File: src/rtl/timer_pkg.sv
// Shared types and constants for the BCD rate timer.
// Holds the FSM state encoding, speed encodings and prescaler match points.
// No logic; imported by the divider and the timer core.
package timer_pkg;

  // Timer operating states
  typedef enum logic [1:0] {
    ST_IDLE     = 2'd0,
    ST_RUN_UP   = 2'd1,
    ST_RUN_DOWN = 2'd2,
    ST_ALARM    = 2'd3
  } state_e;

  // Step-rate select encodings (3 aliases 1 Hz)
  localparam logic [1:0] SPD_1HZ     = 2'd0;
  localparam logic [1:0] SPD_2HZ     = 2'd1;
  localparam logic [1:0] SPD_4HZ     = 2'd2;
  localparam logic [1:0] SPD_1HZ_ALT = 2'd3;

  // Prescaler runs 0..19 on the 20 Hz tick
  localparam int unsigned PRE_W = 5;
  localparam logic [PRE_W-1:0] PRE_LAST   = 5'd19;
  localparam logic [PRE_W-1:0] PRE_Q1     = 5'd4;
  localparam logic [PRE_W-1:0] PRE_HALF   = 5'd9;
  localparam logic [PRE_W-1:0] PRE_Q3     = 5'd14;
  localparam logic [PRE_W-1:0] PRE_FINE_A = 5'd1;
  localparam logic [PRE_W-1:0] PRE_FINE_B = 5'd11;

  localparam logic [3:0] BCD_MAX = 4'd9;

  // Saturate a BCD digit at a limit (used when loading switch presets)
  function automatic logic [3:0] clamp_digit(input logic [3:0] d, input logic [3:0] lim);
    return (d > lim) ? lim : d;
  endfunction

endpackage

File: src/rtl/tick_divider.sv
// Prescaler for the 20 Hz tick: produces 1/2/4 Hz step, fine-mode step and 2 Hz blink strobes.
// Strobes are combinational from the registered prescaler and the tick; zero added latency.
// hold_i freezes the prescaler and suppresses every strobe.
module tick_divider
  import timer_pkg::*;
(
  input  logic clk,
  input  logic rst_n,
  input  logic tick_i,
  input  logic hold_i,
  output logic step_1_o,
  output logic step_2_o,
  output logic step_4_o,
  output logic step_10_o,
  output logic blink_2_o
);

  logic [PRE_W-1:0] pre_q;
  logic [PRE_W-1:0] pre_d;
  logic             adv;

  assign adv = tick_i & ~hold_i;

  // Next prescaler value: wraps after the last phase, only on an unheld tick
  always_comb begin
    pre_d = pre_q;
    if (adv) begin
      pre_d = (pre_q == PRE_LAST) ? '0 : pre_q + PRE_W'(1);
    end
  end

  // Prescaler register with synchronous active-low clear
  always_ff @(posedge clk) begin
    if (!rst_n) begin
      pre_q <= '0;
    end else begin
      pre_q <= pre_d;
    end
  end

  assign step_1_o  = adv & (pre_q == PRE_LAST);
  assign step_2_o  = adv & ((pre_q == PRE_HALF) | (pre_q == PRE_LAST));
  assign step_4_o  = adv & ((pre_q == PRE_Q1) | (pre_q == PRE_HALF) |
                            (pre_q == PRE_Q3) | (pre_q == PRE_LAST));
  assign step_10_o = adv & ((pre_q == PRE_FINE_A) | (pre_q == PRE_FINE_B));
  assign blink_2_o = step_2_o;

endmodule

File: src/rtl/bcd_rate_timer.sv
// Two-digit BCD up/down timer with optional tenths digit, selectable step rate and alarm blink.
// All outputs registered: a step or command in cycle N shows on the outputs in cycle N+1.
// No handshake; pause holds digits and prescaler, commands are accepted in every state.
module bcd_rate_timer
  import timer_pkg::*;
#(
  parameter int unsigned TENS_MAX     = 5,
  parameter int unsigned ALARM_THRESH = 8,
  parameter int unsigned ALARM_BLINKS = 4,
  parameter bit          WRAP_DOWN    = 1'b0
) (
  input  logic       clk,
  input  logic       rst_n,
  input  logic       en,
  input  logic       tick_20hz,
  input  logic       cmd_up,
  input  logic       cmd_down,
  input  logic       cmd_load,
  input  logic       pause,
  input  logic [1:0] speed,
  input  logic       fine,
  input  logic [3:0] preset_tens,
  input  logic [3:0] preset_ones,
  output logic [3:0] tens,
  output logic [3:0] ones,
  output logic [3:0] tenths,
  output logic       point,
  output logic       led,
  output logic       running,
  output logic       done
);

  localparam logic [3:0]        TMAX    = 4'(TENS_MAX);
  localparam logic [3:0]        THR     = 4'(ALARM_THRESH);
  localparam int unsigned       BC_W    = $clog2(2 * ALARM_BLINKS + 1);
  localparam logic [BC_W-1:0]   BC_LAST = BC_W'(2 * ALARM_BLINKS - 1);

  state_e          state_q;
  logic [3:0]      tens_q, ones_q, tenths_q;
  logic            point_q, led_q, running_q, done_q;
  logic [BC_W-1:0] blink_q;

  logic            step_1, step_2, step_4, step_10, blink_2;
  logic            step;
  logic [3:0]      ld_tens, ld_ones;
  logic [3:0]      inc_tens, inc_ones, inc_tenths;
  logic [3:0]      dec_tens, dec_ones, dec_tenths;
  logic            inc_carry, dec_borrow;
  logic            cur_zero, dec_zero, pre_win;

  // Prescaler and rate strobes; en low clears it along with everything else
  tick_divider u_div (
    .clk       (clk),
    .rst_n     (rst_n & en),
    .tick_i    (tick_20hz),
    .hold_i    (pause),
    .step_1_o  (step_1),
    .step_2_o  (step_2),
    .step_4_o  (step_4),
    .step_10_o (step_10),
    .blink_2_o (blink_2)
  );

  // Pick the step strobe for the current mode; fine mode ignores speed
  always_comb begin
    step = step_1;
    if (fine) begin
      step = step_10;
    end else begin
      case (speed)
        SPD_1HZ, SPD_1HZ_ALT: step = step_1;
        SPD_2HZ:              step = step_2;
        SPD_4HZ:              step = step_4;
      endcase
    end
  end

  assign ld_tens = clamp_digit(preset_tens, TMAX);
  assign ld_ones = clamp_digit(preset_ones, BCD_MAX);

  // BCD increment; the chain starts at tenths in fine mode, at ones otherwise
  always_comb begin
    inc_tens   = tens_q;
    inc_ones   = ones_q;
    inc_tenths = 4'd0;
    inc_carry  = 1'b1;
    if (fine) begin
      if (tenths_q >= BCD_MAX) begin
        inc_tenths = 4'd0;
      end else begin
        inc_tenths = tenths_q + 4'd1;
        inc_carry  = 1'b0;
      end
    end
    if (inc_carry) begin
      if (ones_q >= BCD_MAX) begin
        inc_ones = 4'd0;
      end else begin
        inc_ones  = ones_q + 4'd1;
        inc_carry = 1'b0;
      end
    end
    if (inc_carry) begin
      inc_tens = (tens_q >= TMAX) ? 4'd0 : tens_q + 4'd1;
    end
  end

  // BCD decrement; 00(.0) wraps to the top of range, saturation is handled by the FSM
  always_comb begin
    dec_tens   = tens_q;
    dec_ones   = ones_q;
    dec_tenths = 4'd0;
    dec_borrow = 1'b1;
    if (fine) begin
      if (tenths_q == 4'd0) begin
        dec_tenths = BCD_MAX;
      end else begin
        dec_tenths = tenths_q - 4'd1;
        dec_borrow = 1'b0;
      end
    end
    if (dec_borrow) begin
      if (ones_q == 4'd0) begin
        dec_ones = BCD_MAX;
      end else begin
        dec_ones   = ones_q - 4'd1;
        dec_borrow = 1'b0;
      end
    end
    if (dec_borrow) begin
      dec_tens = (tens_q == 4'd0) ? TMAX : tens_q - 4'd1;
    end
  end

  // Zero detection ignores a stale tenths digit when fine mode has just dropped
  assign cur_zero = (tens_q == 4'd0) && (ones_q == 4'd0) && (!fine || (tenths_q == 4'd0));
  assign dec_zero = (dec_tens == 4'd0) && (dec_ones == 4'd0) && (dec_tenths == 4'd0);
  assign pre_win  = (tens_q == 4'd0) && (ones_q < THR);

  // Timer FSM with digit counters, blink counter and registered outputs
  always_ff @(posedge clk) begin
    if (!en || !rst_n) begin
      state_q   <= ST_IDLE;
      tens_q    <= 4'd0;
      ones_q    <= 4'd0;
      tenths_q  <= 4'd0;
      point_q   <= 1'b0;
      led_q     <= 1'b0;
      running_q <= 1'b0;
      done_q    <= 1'b0;
      blink_q   <= '0;
    end else begin
      point_q <= fine;
      done_q  <= 1'b0;
      if (cmd_load) begin
        tens_q    <= ld_tens;
        ones_q    <= ld_ones;
        tenths_q  <= 4'd0;
        state_q   <= ST_IDLE;
        led_q     <= 1'b0;
        blink_q   <= '0;
        running_q <= 1'b0;
      end else if (cmd_down) begin
        tens_q    <= ld_tens;
        ones_q    <= ld_ones;
        tenths_q  <= 4'd0;
        state_q   <= ST_RUN_DOWN;
        led_q     <= 1'b0;
        blink_q   <= '0;
        running_q <= !pause;
      end else if (cmd_up) begin
        tens_q    <= 4'd0;
        ones_q    <= 4'd0;
        tenths_q  <= 4'd0;
        state_q   <= ST_RUN_UP;
        led_q     <= 1'b0;
        blink_q   <= '0;
        running_q <= !pause;
      end else begin
        if (!fine) begin
          tenths_q <= 4'd0;
        end
        case (state_q)
          ST_IDLE: begin
            led_q     <= 1'b0;
            running_q <= 1'b0;
          end
          ST_RUN_UP: begin
            led_q     <= 1'b0;
            running_q <= !pause;
            if (step) begin
              tens_q   <= inc_tens;
              ones_q   <= inc_ones;
              tenths_q <= inc_tenths;
            end
          end
          ST_RUN_DOWN: begin
            running_q <= !pause;
            if (!pre_win) begin
              led_q <= 1'b0;
            end else if (blink_2) begin
              led_q <= !led_q;
            end
            if (step) begin
              if (!WRAP_DOWN && (cur_zero || dec_zero)) begin
                tens_q    <= 4'd0;
                ones_q    <= 4'd0;
                tenths_q  <= 4'd0;
                done_q    <= 1'b1;
                state_q   <= ST_ALARM;
                led_q     <= 1'b0;
                blink_q   <= '0;
                running_q <= 1'b0;
              end else begin
                tens_q   <= dec_tens;
                ones_q   <= dec_ones;
                tenths_q <= dec_tenths;
              end
            end
          end
          ST_ALARM: begin
            running_q <= 1'b0;
            if (blink_2) begin
              if (blink_q == BC_LAST) begin
                led_q   <= 1'b0;
                blink_q <= '0;
                state_q <= ST_IDLE;
              end else begin
                led_q   <= !led_q;
                blink_q <= blink_q + BC_W'(1);
              end
            end
          end
        endcase
      end
    end
  end

  assign tens    = tens_q;
  assign ones    = ones_q;
  assign tenths  = tenths_q;
  assign point   = point_q;
  assign led     = led_q;
  assign running = running_q;
  assign done    = done_q;

endmodule

File: config.mk
export PLATFORM = sky130hd
export DESIGN_NAME = bcd_rate_timer
export DESIGN_NICKNAME = d
export VERILOG_FILES = /design/src/rtl/timer_pkg.sv /design/src/rtl/tick_divider.sv /design/src/rtl/bcd_rate_timer.sv
export SDC_FILE = /design/constraint.sdc
export NUM_CORES = 1
export LEC_CHECK = 0
export ABC_AREA = 0
export BUFFER_PORTS_ARGS = -buffer_cell sky130_fd_sc_hd__clkbuf_2
export CORE_AREA = 2 2 69 71
export CTS_CLUSTER_DIAMETER = 60
export DETAILED_ROUTE_END_ITERATION = 8
export DIE_AREA = 0 0 71 73
export GPL_TIMING_DRIVEN = 0
export HOLD_SLACK_MARGIN = 0.08
export PLACE_DENSITY_LB_ADDON = 0.05
export SLEW_MARGIN = 40
export SYNTH_ARGS = -nofsm -noshare
export SYNTH_HDL_FRONTEND = slang
export SYNTH_SLANG_ARGS = --single-unit
File: constraint.sdc
create_clock -name clk -period 2.9 [get_ports clk]
set_input_delay 0.58 -clock clk [delete_from_list [all_inputs] [get_ports clk]]
set_output_delay 0.58 -clock clk [all_outputs]
set_load 0.03 [all_outputs]
==> impl_metrics.env, run 1 <==
export IMPL_ys_warn_count=0
export IMPL_dominantRegCellSynth="dfxtp_1"
export IMPL_via_per_inst=5.83
export IMPL_dp_hpwl_um=4370
export IMPL_worst_slew_pin_slew_ns=0.601
export IMPL_layout_common_cells="clkbuf_2, nor2_1, nand2_1, a21oi_1"
export IMPL_rsz0062_at_grt="false"
export IMPL_clkLatencyLatePin_ns=0.27
export IMPL_dpl_worst_slack_ns=-0.300
export IMPL_firstDrtPassIters=4
export IMPL_wirelength_um=5920
export IMPL_gp_congestion=0.835
export IMPL_cts_tree="built"
export IMPL_via_count=2354
export IMPL_ys_async_sr_fraction_pct=0
export IMPL_crit_type="reg -> reg"
export IMPL_final_common_cell="clkbuf_2"
export IMPL_yosysSeqAreaShare_pct=24.2
export IMPL_startpoint="tenths[1]"
export IMPL_clock_sinks=27
export IMPL_crit_fanout=5
export IMPL_synth_cell_types=58
export IMPL_post_route_period_util_pct=97.2
export IMPL_gr_total_overflow=0
export IMPL_num_antenna_cells=0
export IMPL_required_ns=3.07
export IMPL_timing_fmax_mhz=355
export IMPL_synth_area_um2=2240
export IMPL_powerDensity_nw_per_um2=291
export IMPL_chipHeight_um=73
export IMPL_port_buffers=34
export IMPL_synth_nets=329
export IMPL_htree_levels=1
export IMPL_holdBufCountCts=0
export IMPL_syn_avg_cell_area_um2=7.64
export IMPL_min_path_type="reg -> reg"
export IMPL_synth_edff_count=0
export IMPL_intPower_mw=0.556
export IMPL_m1WireLength_um=2790
export IMPL_finalMaxSlewViolations=0
export IMPL_pwr_share_clk_pct=27.4
export IMPL_power_mw=0.802
export IMPL_rows=25
export IMPL_cap_viol_max_count=0
export IMPL_start_util_pct=49.3
export IMPL_r2r_start="tenths[1]"
export IMPL_p_seq_share_pct=48.0
export IMPL_power_switching_mw=0.246
export IMPL_grt_total_usage_pct=23.1
export IMPL_drt_initial_drc_count=138
export IMPL_swShare_pct=30.6
export IMPL_grt_max_degree=15
export IMPL_ios=35
export IMPL_route_top_layer_used="met4"
export IMPL_postLayoutSetupSlackWorst_ns=0.0819
export IMPL_dr_wl_met3_um=180
export IMPL_slew_limit_headroom_pct=59.9
export IMPL_synth_seq_cells=27
export IMPL_hp_start="led"
export IMPL_hold_viol_final=0
export IMPL_antenna_found_initial=0
export IMPL_area_growth_syn_to_layout_pct=23.2
export IMPL_start_kind="flop"
export IMPL_p_comb_share_pct=24.7
export IMPL_final_antenna_net_count=0
export IMPL_grt_pass1_vias=2160
export IMPL_clkTransAtPathRegs_ns=0.10
export IMPL_grt_pass1_wl_um=9790
export IMPL_die_x_um=71
export IMPL_clk_path_buf_depth=2
export IMPL_fin_nets=387
export IMPL_wl_met2_um=2860
export IMPL_leakagePower_nw=1.09
export IMPL_die_area_um2=5180
export IMPL_drc=0
export IMPL_core_area_um2=4540
export IMPL_cts_root_buffer="clkbuf_8"
export IMPL_synth_cells=293
export IMPL_drive_gt1_share_pct=26.9
export IMPL_fin_crit_ns=2.82
export IMPL_worstPathArrival_ns=2.99
export IMPL_setup_viol=0
export IMPL_fin_skew_ns=0.00310
export IMPL_status="completed"
export IMPL_end_kind="flop"
export IMPL_wire_per_inst_um=14.7
export IMPL_cts_made_buffers=3
export IMPL_ir_drop_uv=202
## power groups by stage
stage | sequential, mW | clock (mW) | combinational, mW
3_3_place_gp | 0.394 | 0 | 0.163
3_5_place_dp | 0.394 | 0 | 0.164
5_1_grt | 0.386 | 0.238 | 0.216
2_1_floorplan | 0.402 | 0 | 0.105
4_1_cts | 0.386 | 0.222 | 0.188
6_report | 0.385 | 0.219 | 0.198
## state kept, by name, summed over array words and instances (netlist names)
register,count
done,1
state_q,2
tens,4
u_div.pre_q,5
ones,4
running,1
tenths,4
led,1
blink_q,4
point,1
## metrics by stage
stage / util, % / setup TNS [ns] / hold WS [ns] / area [um2] / instances
2_1_floorplan: - / 0 / 0.452 / 2240 / 293
3_3_place_gp: 54.6 / -0.761 / 0.457 / 2480 / 381
3_5_place_dp: 54.8 / -0.649 / 0.456 / 2480 / 381
4_1_cts: 58.5 / 0 / 0.473 / 2650 / 396
5_1_grt: 60.7 / 0 / 0.509 / 2760 / 404
6_report: 60.7 / 0 / 0.477 / 2760 / 404
## routing by layer
metal | vias up | GRT usage, %
li1 | 1194 | -
met1 | 1092 | 31.1
met2 | 56 | 39.1
met3 | 12 | 2.49
met4 | 0 | 6.50
met5 | - | 0
## repair_timing
| item | CTS | global route |
|---|---|---|
| cloned | 0 | 0 |
| gates resized for setup | 10 | 11 |
| pin swaps | 6 | 8 |
| setup endpoints to repair | 7 | 9 |
| buffers inserted | 13 | 8 |
## cells in the mapped netlist (3+ instances only)
library cell	count	area, um2
nor4_1	3	18.8
o21ai_0	22	110
o31ai_1	4	30.0
xnor2_1	3	26.3
clkbuf_1	8	30.0
nand3b_1	4	30.0
mux2i_1	4	40.0
buf_2	3	15.0
mux2_2	3	33.8
nand3_1	7	35.0
nor3_1	9	45.0
inv_1	16	60.1
a22oi_1	3	22.5
a21oi_1	28	140
a311oi_1	4	35.0
nor2_1	28	105
nand2b_1	6	37.5
xor2_1	5	43.8
or2_2	3	18.8
a21o_1	3	22.5
nor2b_1	3	18.8
o211ai_1	5	37.5
a2111oi_0	3	26.3
a211oi_1	7	52.6
ha_1	17	213
dfxtp_1	27	541
nand2_1	27	101
## area by class of cell
type                            instances  area (um2)
Buffer                                 12        62.6
Fill cell                             433        1780
Multi-Input combinational cell        236        1630
Sequential cell                        27         556
Tap cell                               54        67.6
Clock buffer                            4        45.0
Inverter                               16        62.6
Timing Repair Buffer                   55         328
## cells by family (layout without fill, tap and decap cells)
group / Yosys count / after routing / share of synthesized area (%)
adder cells (fa/ha/maj): 17 / 17 / 9.51
AO/OA/AOI/OAI: 97 / 97 / 29.9
multiplexers: 7 / 7 / 3.30
AND/OR/NAND/NOR: 107 / 107 / 24.2
buffers and inverters: 30 / 87 / 5.87
flip-flops: 27 / 27 / 24.2
XOR/XNOR: 8 / 8 / 3.13
## worst max-delay path, cell delays in order (launching register included)
cell      delay (ns)
dfxtp_4         0.37
inv_2           0.07
ha_4            0.14
or3b_4          0.40
a211oi_4        0.33
buf_4           0.17
buf_4           0.10
buf_4           0.10
buf_4           0.10
buf_4           0.10
buf_4           0.09
buf_4           0.09
buf_4           0.09
buf_4           0.10
nand2_1         0.05
nand2_1         0.07
a21oi_1         0.08
o311a_1         0.28
## worst paths after layout
kind | endpoint | slack (ns) | cells past startpoint
max reg2reg | tens[2] | 0.08 | 17
min | led | 0.48 | 2
min reg2reg | led | 0.48 | 2
max | tens[2] | 0.08 | 17
No activity file was read; power rests on OpenSTA's default activity.
==> run 2: changes to the inputs <==
- PLACE_DENSITY_LB_ADDON: 0.05 -> 0.3
- SETUP_SLACK_MARGIN: unset -> 0.1
==> impl_metrics.env, run 2 (synthesis results as in run 1) <==
export IMPL_drc=0
export IMPL_dp_cells=381
export IMPL_hold_viol_final=0
export IMPL_clock_sinks=27
export IMPL_rows=25
export IMPL_holdBufCountCts=0
export IMPL_chipHeight_um=73
export IMPL_post_route_period_util_pct=97.2
export IMPL_slew_limit_headroom_pct=60.5
export IMPL_start_util_pct=49.3
export IMPL_grt_max_degree=15
export IMPL_drive_gt1_share_pct=28.4
export IMPL_max_stage_delay_ns=0.43
export IMPL_grt_pass1_wl_um=9960
export IMPL_crit_fanout=6
export IMPL_min_path_type="reg -> reg"
export IMPL_die_area_um2=5180
export IMPL_rsz0062_at_grt="true"
export IMPL_fin_nets=379
export IMPL_area_growth_syn_to_layout_pct=22.7
export IMPL_worstPathArrival_ns=3.04
export IMPL_via_per_inst=6.05
export IMPL_grt_total_usage_pct=23.5
export IMPL_via_count=2396
export IMPL_crit_buf_inv=1
export IMPL_start_kind="flop"
export IMPL_grt_pass1_vias=2255
export IMPL_cts_tree="built"
export IMPL_crit_chain="inv_4 > ha_4 > mux2_4 > or3_4 > a221oi_2 > o2111ai_2 > o31ai_4 > nand2_4 > or4_4 > a21oi_2"
export IMPL_fill_cells=404
export IMPL_wirelength_um=6060
export IMPL_ir_drop_uv=172
export IMPL_port_buffers=34
export IMPL_finalMaxSlewViolations=0
export IMPL_setup_viol=0
export IMPL_power_mw=0.795
export IMPL_fin_skew_ns=0.0104
export IMPL_gr_total_overflow=0
export IMPL_crit_type="reg -> reg"
export IMPL_wire_per_inst_um=15.3
export IMPL_required_ns=3.12
export IMPL_cpMaxStageDelayCell="or4_4"
export IMPL_die_x_um=71
export IMPL_final_common_cell="clkbuf_2"
export IMPL_ios=35
export IMPL_clk_path_buf_depth=2
export IMPL_tns_ns=0
export IMPL_largest_register_ffs=5
export IMPL_dp_hpwl_um=4360
export IMPL_end_kind="flop"
export IMPL_layout_common_cells="clkbuf_2, nand2_1, nor2_1"
export IMPL_timing_fmax_mhz=355
export IMPL_gp_congestion=0.924
export IMPL_htree_levels=1
export IMPL_placed_cell_area_um2=2510
export IMPL_cap_viol_max_count=0
export IMPL_top_register="u_div.pre_q"
export IMPL_worst_slew_pin_slew_ns=0.589
export IMPL_fin_crit_ns=2.82
export IMPL_cts_made_buffers=3
export IMPL_status="completed"
export IMPL_cts_root_buffer="clkbuf_8"
export IMPL_antenna_found_initial=0
export IMPL_layout_cells_non_filler=396
export IMPL_clkTransAtPathRegs_ns=0.10
export IMPL_clkLatencyLatePin_ns=0.28
export IMPL_crit_family="compound AO/OA/AOI/OAI gates"
export IMPL_leakagePower_nw=1.04
export IMPL_final_area_um2=2750
export IMPL_firstDrtPassIters=4
export IMPL_final_antenna_net_count=0
export IMPL_num_antenna_cells=0
export IMPL_core_area_um2=4540
export IMPL_drt_initial_drc_count=189
export IMPL_powerDensity_nw_per_um2=290
==> run 2: power by group <==
part           internal, mW  leakage, nW  switching [mW]
Combinational        0.0680        0.795           0.114
Clock                0.0989       0.0228           0.132
Sequential            0.374        0.223         0.00866
Total                 0.541         1.04           0.254
==> run 2: tightest hold or removal path, stage by stage, from the launching register on <==
cell and delay (ns):
dfxtp_1 0.34, inv_1 0.05, a21oi_1 0.05
==> run 2: timing repair <==
action	CTS	global route
setup endpoints to repair	6	12
pin swaps	9	9
resized for setup	6	29
setup buffers	8	3
==> run 2: path summary, 6_finish.rpt <==
kind	startpoint	endpoint	slack (ns)	cells past startpoint
hold reg to reg	led	led	0.47	2
hold / removal	led	led	0.47	2
setup / recovery	tenths[0]	blink_q[3]	0.08	10
setup reg to reg	tenths[0]	blink_q[3]	0.08	10
==> run 2: cell type report <==
| class | count | area, um2 | area share (%) |
|---|---|---|---|
| Buffer | 14 | 77.6 | 2.83 |
| Sequential cell | 27 | 558 | 20.3 |
| Timing Repair Buffer | 45 | 256 | 9.34 |
| Tap cell | 54 | 67.6 | 2.46 |
| Clock buffer | 4 | 45.0 | 1.64 |
| Inverter | 16 | 65.1 | 2.37 |
| Multi-Input combinational cell | 236 | 1680 | 61.0 |
==> run 2: metrics by stage <==
stage          worst slack (ns)  hold WS (ns)  util (%)
6_report                 0.0820         0.473      60.5
5_1_grt                  0.0512         0.495      60.5
3_5_place_dp             -0.197         0.456      55.3
4_1_cts                  0.0689         0.476      58.0
3_3_place_gp             -0.131         0.454      55.2
2_1_floorplan             0.111         0.452         -
==> run 2: routing by layer <==
| metal | vias to the layer above | routed length (um) | share of wire (%) | GRT usage, % |
|---|---|---|---|---|
| li1 | 1174 | - | - | - |
| met5 | - | 0 | 0 | 0 |
| met3 | 24 | 387 | 6.4 | 4.01 |
| met1 | 1101 | 2600 | 43 | 30.1 |
| met4 | 0 | 197 | 3.2 | 11.1 |
| met2 | 97 | 2880 | 47 | 38.6 |
